File: src/rtl/pm_host_pkg.sv
// rtl/pm_host_pkg.sv - shared sizes, state encoding and operand indices for the point-multiplication host bridge
// Ports: none (package).
package pm_host_pkg;

    localparam int N     = 233;
    localparam int W     = 32;
    localparam int WORDS = (N + W - 1) / W;
    localparam int OPS   = 4;
    localparam int WCW   = $clog2(WORDS);
    localparam int WC_W  = $clog2(OPS * WORDS);

    typedef enum logic [2:0] {
        ST_IDLE = 3'd0,
        ST_LOAD = 3'd1,
        ST_FIRE = 3'd2,
        ST_WAIT = 3'd3,
        ST_SEND = 3'd4
    } state_t;

    localparam logic [1:0] OP_PX  = 2'd0;
    localparam logic [1:0] OP_PY  = 2'd1;
    localparam logic [1:0] OP_Z   = 2'd2;
    localparam logic [1:0] OP_KEY = 2'd3;

endpackage

File: src/rtl/pm_word_unpack.sv
// rtl/pm_word_unpack.sv - selects W-bit word idx of an N-bit value, zero-extended above bit N-1
// Ports: value (N-bit source), idx (word index), word (selected W-bit word).
module pm_word_unpack
    import pm_host_pkg::*;
(
    input  logic [N-1:0]   value,
    input  logic [WCW-1:0] idx,
    output logic [W-1:0]   word
);

    logic [WORDS*W-1:0] padded;

    assign padded = {{(WORDS*W-N){1'b0}}, value};
    assign word   = padded[idx*W +: W];

endmodule

File: src/rtl/pm_host_bridge.sv
// rtl/pm_host_bridge.sv - host-side driver that loads operands into the GF(2^233) point multiplier and streams back its result
// Ports: CLK/RST clock and async active-high reset; S_DATA/S_VALID/S_READY host operand stream;
//        M_DATA/M_VALID/M_READY result stream; PM_DIN_P_x/PM_DIN_P_y/PM_random_z/PM_key and PM_IN_VALID
//        drive the core; PM_DOUT_x/PM_DOUT_y/PM_OUT_VALID come back from it; BUSY while an operation is
//        in flight; ERR sticky watchdog timeout.
module pm_host_bridge
    import pm_host_pkg::*;
#(
    parameter int TIMEOUT = 1 << 20
) (
    input  logic         CLK,
    input  logic         RST,
    input  logic [W-1:0] S_DATA,
    input  logic         S_VALID,
    output logic         S_READY,
    output logic [W-1:0] M_DATA,
    output logic         M_VALID,
    input  logic         M_READY,
    output logic [N-1:0] PM_DIN_P_x,
    output logic [N-1:0] PM_DIN_P_y,
    output logic [N-1:0] PM_random_z,
    output logic [N-1:0] PM_key,
    output logic         PM_IN_VALID,
    input  logic [N-1:0] PM_DOUT_x,
    input  logic [N-1:0] PM_DOUT_y,
    input  logic         PM_OUT_VALID,
    output logic         BUSY,
    output logic         ERR
);

    localparam int TCW = $clog2(TIMEOUT) + 1;
    localparam logic [TCW-1:0]  TC_LAST = TCW'(TIMEOUT - 1);
    localparam logic [WC_W-1:0] WC_LAST = WC_W'(OPS * WORDS - 1);
    localparam logic [WCW-1:0]  K_LAST  = WCW'(WORDS - 1);

    state_t          state;
    logic [WC_W-1:0] wc;
    logic [3:0]      sc;
    logic [TCW-1:0]  tc;
    logic [N-1:0]    opnd [OPS];
    logic [N-1:0]    res_x;
    logic [N-1:0]    res_y;

    logic            s_accept;
    logic            m_accept;
    logic            out_qual;
    logic [1:0]      op_idx;
    logic [WCW-1:0]  word_idx;

    assign s_accept = S_VALID && S_READY;
    assign m_accept = M_VALID && M_READY;
    assign op_idx   = wc[WC_W-1 -: 2];
    assign word_idx = wc[WCW-1:0];
    // tc is 0 only in the first WAIT cycle, which blanks a valid left over from the last operation
    assign out_qual = PM_OUT_VALID && (tc != '0);

    assign PM_DIN_P_x  = opnd[OP_PX];
    assign PM_DIN_P_y  = opnd[OP_PY];
    assign PM_random_z = opnd[OP_Z];
    assign PM_key      = opnd[OP_KEY];

    // x words first, then y: sc[3] picks the coordinate, sc[2:0] the word
    pm_word_unpack u_unpack (
        .value (sc[3] ? res_y : res_x),
        .idx   (sc[2:0]),
        .word  (M_DATA)
    );

    always_ff @(posedge CLK or posedge RST) begin
        if (RST) begin
            state       <= ST_IDLE;
            wc          <= '0;
            sc          <= '0;
            tc          <= '0;
            for (int i = 0; i < OPS; i++) opnd[i] <= '0;
            res_x       <= '0;
            res_y       <= '0;
            S_READY     <= 1'b0;
            M_VALID     <= 1'b0;
            PM_IN_VALID <= 1'b0;
            BUSY        <= 1'b0;
            ERR         <= 1'b0;
        end else begin
            case (state)
                ST_IDLE: begin
                    state   <= ST_LOAD;
                    wc      <= '0;
                    S_READY <= 1'b1;
                end
                ST_LOAD: begin
                    if (s_accept) begin
                        for (int j = 0; j < WORDS - 1; j++) begin
                            if (int'(word_idx) == j) opnd[op_idx][j*W +: W] <= S_DATA;
                        end
                        // the top word only carries the remaining N-W*(WORDS-1) bits
                        if (word_idx == K_LAST) begin
                            opnd[op_idx][N-1:W*(WORDS-1)] <= S_DATA[N-W*(WORDS-1)-1:0];
                        end
                        wc <= wc + 1'b1;
                        if (wc == WC_LAST) begin
                            state       <= ST_FIRE;
                            S_READY     <= 1'b0;
                            PM_IN_VALID <= 1'b1;
                            BUSY        <= 1'b1;
                            ERR         <= 1'b0;
                        end
                    end
                end
                ST_FIRE: begin
                    PM_IN_VALID <= 1'b0;
                    tc          <= '0;
                    state       <= ST_WAIT;
                end
                ST_WAIT: begin
                    tc <= tc + 1'b1;
                    // a result arriving on the last watchdog cycle still wins
                    if (out_qual) begin
                        res_x   <= PM_DOUT_x;
                        res_y   <= PM_DOUT_y;
                        sc      <= '0;
                        M_VALID <= 1'b1;
                        state   <= ST_SEND;
                    end else if (tc == TC_LAST) begin
                        ERR     <= 1'b1;
                        BUSY    <= 1'b0;
                        S_READY <= 1'b1;
                        wc      <= '0;
                        state   <= ST_LOAD;
                    end
                end
                ST_SEND: begin
                    if (m_accept) begin
                        sc <= sc + 1'b1;
                        if (sc == 4'd15) begin
                            M_VALID <= 1'b0;
                            BUSY    <= 1'b0;
                            S_READY <= 1'b1;
                            wc      <= '0;
                            state   <= ST_LOAD;
                        end
                    end
                end
                default: begin
                    state       <= ST_IDLE;
                    S_READY     <= 1'b0;
                    M_VALID     <= 1'b0;
                    PM_IN_VALID <= 1'b0;
                    BUSY        <= 1'b0;
                end
            endcase
        end
    end

endmodule
File: config.mk
export PLATFORM = sky130hd
export DESIGN_NAME = pm_host_bridge
export DESIGN_NICKNAME = d
export VERILOG_FILES = /design/src/rtl/pm_host_pkg.sv /design/src/rtl/pm_word_unpack.sv /design/src/rtl/pm_host_bridge.sv
export SDC_FILE = /design/constraint.sdc
export NUM_CORES = 2
export LEC_CHECK = 0
export CAP_MARGIN = 20
export CORE_AREA = 2 2 573 575
export CTS_BUF_LIST = sky130_fd_sc_hd__clkbuf_4
export CTS_CLUSTER_DIAMETER = 150
export DETAILED_ROUTE_END_ITERATION = 10
export DIE_AREA = 0 0 575 577
export SLEW_MARGIN = 20
export SYNTH_ARGS = -nofsm -noshare
export SYNTH_HDL_FRONTEND = slang
export SYNTH_SLANG_ARGS = --single-unit
File: constraint.sdc
create_clock -name CLK -period 84 [get_ports CLK]
set_clock_uncertainty 0.15 [all_clocks]
set_input_delay 8.4 -clock CLK [delete_from_list [all_inputs] [get_ports CLK]]
set_output_delay 8.4 -clock CLK [all_outputs]
set_load 0.01 [all_outputs]
==> results.cfg <==
[worst_hold_path]
worstHoldEndpoint = PM_DIN_P_x[104]$_DFFE_PP0P_
min_path_cells = 1
hp-start = PM_DIN_P_x[104]$_DFFE_PP0P_
hold_class = reg2reg

[logic_synthesis]
synth_top_area_share_pct = 62.0
yosys.cell_count.top_type = dfrtp_1
yosys.cell_types.count = 47
syn_inst = 3706
synth_edf_count = 0
synthTopCellsByCount = dfrtp_1, mux2_2, buf_2
synth_flop_cell = dfrtp_1
synth-seq-cells = 1436
synthArstFlopShare_pct = 100
ys_seq_area_share_pct = 62.0
syn_nets = 4219
yosysTopAreaCell = dfrtp_1
synth_area_leaders = dfrtp_1, mux2_2, mux4_2
yosysWarnings = 0
avgSynthCellArea_sq_um = 15.6
syn-cell-area_sq_um = 57900

[global_routing]
gr-usage-met2_pct = 23.8
grt.overflow.total = 0
grt_pass1_vias = 41500
antenna_found_initial = 75
grt.total_usage_pct = 13.2
grt_pass1_wl_um = 316000
grt_max_degree = 141
met1_usage_pct = 14.0
busiest_layer = met2
grt_util_met3_pct = 4.82

[layout]
drive_above_1_share_pct = 38.7
final_util_pct = 25.3
nets = 5869
fillers = 33800
multi_input_area_sq_um = 20800
area_growth_pct = 42.4
seqCellArea_sq_um = 35900

[clocking]
ctsRootBufferMaster = clkbuf_4
cts_setup_buffers = 0
cts_tree = built
htree_num_levels = 5
cts_buffers = 391
cts_buffer_depth = 4
clkSlewWorstSetupHoldPaths_ns = 0.07
cts_hold_buf = 0
cts.sinks = 1436
cts_resized = 0
clock_latency_ns = 1.26

[timing]
slew_viol_final = 0
finalHoldViolCount = 0
rsz0062_at_grt = false
clock.fmax_mhz = 69.3
max-slew-margin-rel_pct = 26.7
fin_hold_ws_ns = 0.335
setup_viol = 0
layout_setup_ws_ns = 69.58
worst_pin_slew_ns = 1.10
setup_tns_ns = 0
period_share_pct = 17.2
min_period_ns = 14.42

[detailed_routing]
routed_via_density = 3.91
route.detailed.drc = 0
dr_total_vias = 39200
dr.pass1.iters = 5
ant_nets = 0
drtIter0Drc = 1675
wl_per_cell_um = 22.6
wl_um = 227000

[flow_run]
drv_cap = 0

[setup_path]
crit_start = sc[3]$_DFFE_PP0P_
start_kind = flip-flop
rr_worst_depth = 10
critical_path_class = reg2out
r2r_setup_slack_ns = 77.04
crit_path_max_fanout = 38
end_kind = output port
crit_required_ns = 75.45
rr_startpoint = tc[12]$_DFFE_PP0P_
crit_arrival_ns = 5.87
r2r_end = res_y[221]$_DFFE_PP0P_

[placed_design]
pre_cts_slack_ns = 68.27
hpwl_um = 167000
place_congestion = 0.843
port_buffers = 1471

[floorplanning]
start_util_pct = 17.8
rows = 210
core_sq_um = 326000
die_w_um = 575
die_height_um = 577
dieArea_sq_um = 332000
ioPinCount = 1472

[power]
clkPwrFrac_pct = 26.3
combinationalPowerShare_pct = 32.3
pwr-share-seq_pct = 41.4
vdd_ir_drop_max_mv = 0.0113
p_total_w = 0.00244
power.switching_w = 0.000737
cellInternalPower_w = 0.00170
swShare_pct = 30.2
p_per_area_nw_per_um2 = 29.6
power_leakage_nw = 37.0

[status]
status = finished clean
## metrics by stage
stage	area (sq um)	cells
floorplan	57900	3706
global placement	77400	9308
detailed placement	77400	9309
CTS	82400	9985
global route	82400	9995
finish	82500	10000
## kinds of logic (layout without fill, tap and decap cells)
| group | count (synthesis) | after routing | synth area share [%] |
|---|---|---|---|
| AO/OA/AOI/OAI | 172 | 172 | 1.72 |
| adder cells (fa/ha/maj) | 10 | 10 | 0.216 |
| buffers and inverters | 311 | 2244 | 2.44 |
| multiplexers | 1569 | 1569 | 31.8 |
| flip-flops | 1436 | 1436 | 62.0 |
| AND/OR/NAND/NOR | 193 | 193 | 1.62 |
| other | 0 | 39 | 0 |
| XOR/XNOR | 15 | 15 | 0.227 |
## final cells by class
type,count,share of cell area (%)
sequential,1436,43.6
multi-input combinational,1959,25.2
timing repair buffer,1546,18.4
tap,4346,6.59
clock buffer,595,5.41
clock inverter,81,0.657
antenna,39,0.118
inverter,22,0.109
## worst max-delay path by stage
stage                                  endpoint
global placement        PM_key[111]$_DFFE_PP0P_
detailed placement       PM_key[39]$_DFFE_PP0P_
floorplan                      BUSY$_DFFE_PP0P_
finish                               M_DATA[16]
global route        PM_DIN_P_x[106]$_DFFE_PP0P_
CTS                                  M_DATA[16]
## flip-flops by register name (all words and copies together), names as in the netlist
name	cells
M_VALID	1
PM_IN_VALID	1
BUSY	1
sc	4
S_READY	1
res_y	233
tc	21
PM_random_z	233
PM_key	233
PM_DIN_P_x	233
res_x	233
wc	5
PM_DIN_P_y	233
state	3
ERR	1
## power by group through the flow
stage	combinational, W	clock (W)	sequential, W
5_1_grt	0.000831	0.000703	0.00103
3_5_place_dp	0.000801	0	0.00102
3_3_place_gp	0.000790	0	0.00101
4_1_cts	0.000803	0.000667	0.00101
6_report	0.000789	0.000641	0.00101
2_1_floorplan	0.000250	0	0.00108
## worst max-delay path, cell delays in order (launching register included)
cell and delay, ns:
dfrtp_4 0.91, buf_4 0.56, buf_4 0.56, buf_4 0.59, mux2i_1 0.33, o21ai_0 0.51, o22ai_1 0.16, a21oi_1 0.25
clkdlybuf4s50_1 0.60
## routing by layer
layer,share of wire [%],vias up
met1,36,20300
met2,52,1593
li1,-,16900
met3,8.4,417
met4,3.2,64
met5,0.19,-
## cells in the final DEF, fill, tap and decap left out, types with 4 or more instances in the layout
cell type        count
a21oi_1             47
nand3_2              4
a22oi_1              9
clkinv_2             8
nand2_2              7
clkinv_1            49
nor2_1              28
mux2i_1             75
and3_1               6
nor2_4              16
and4_1               4
dfrtp_1           1432
a22o_1               4
xnor2_1             12
buf_2               32
a221oi_1            10
o22ai_1             25
mux2_2            1328
nand2_1             64
clkbuf_4           595
bufinv_16            5
nor4_1              11
inv_1               20
nor2_2               4
buf_4               69
clkinvlp_4           9
nor3_1               9
clkdlybuf4s50_1   1439
ha_1                10
diode_2             39
nand3_1             15
mux4_2              73
inv_6                5
mux2_1              93
o21ai_0             68
nand4_1              5
No activity file was read; power rests on OpenSTA's default activity.
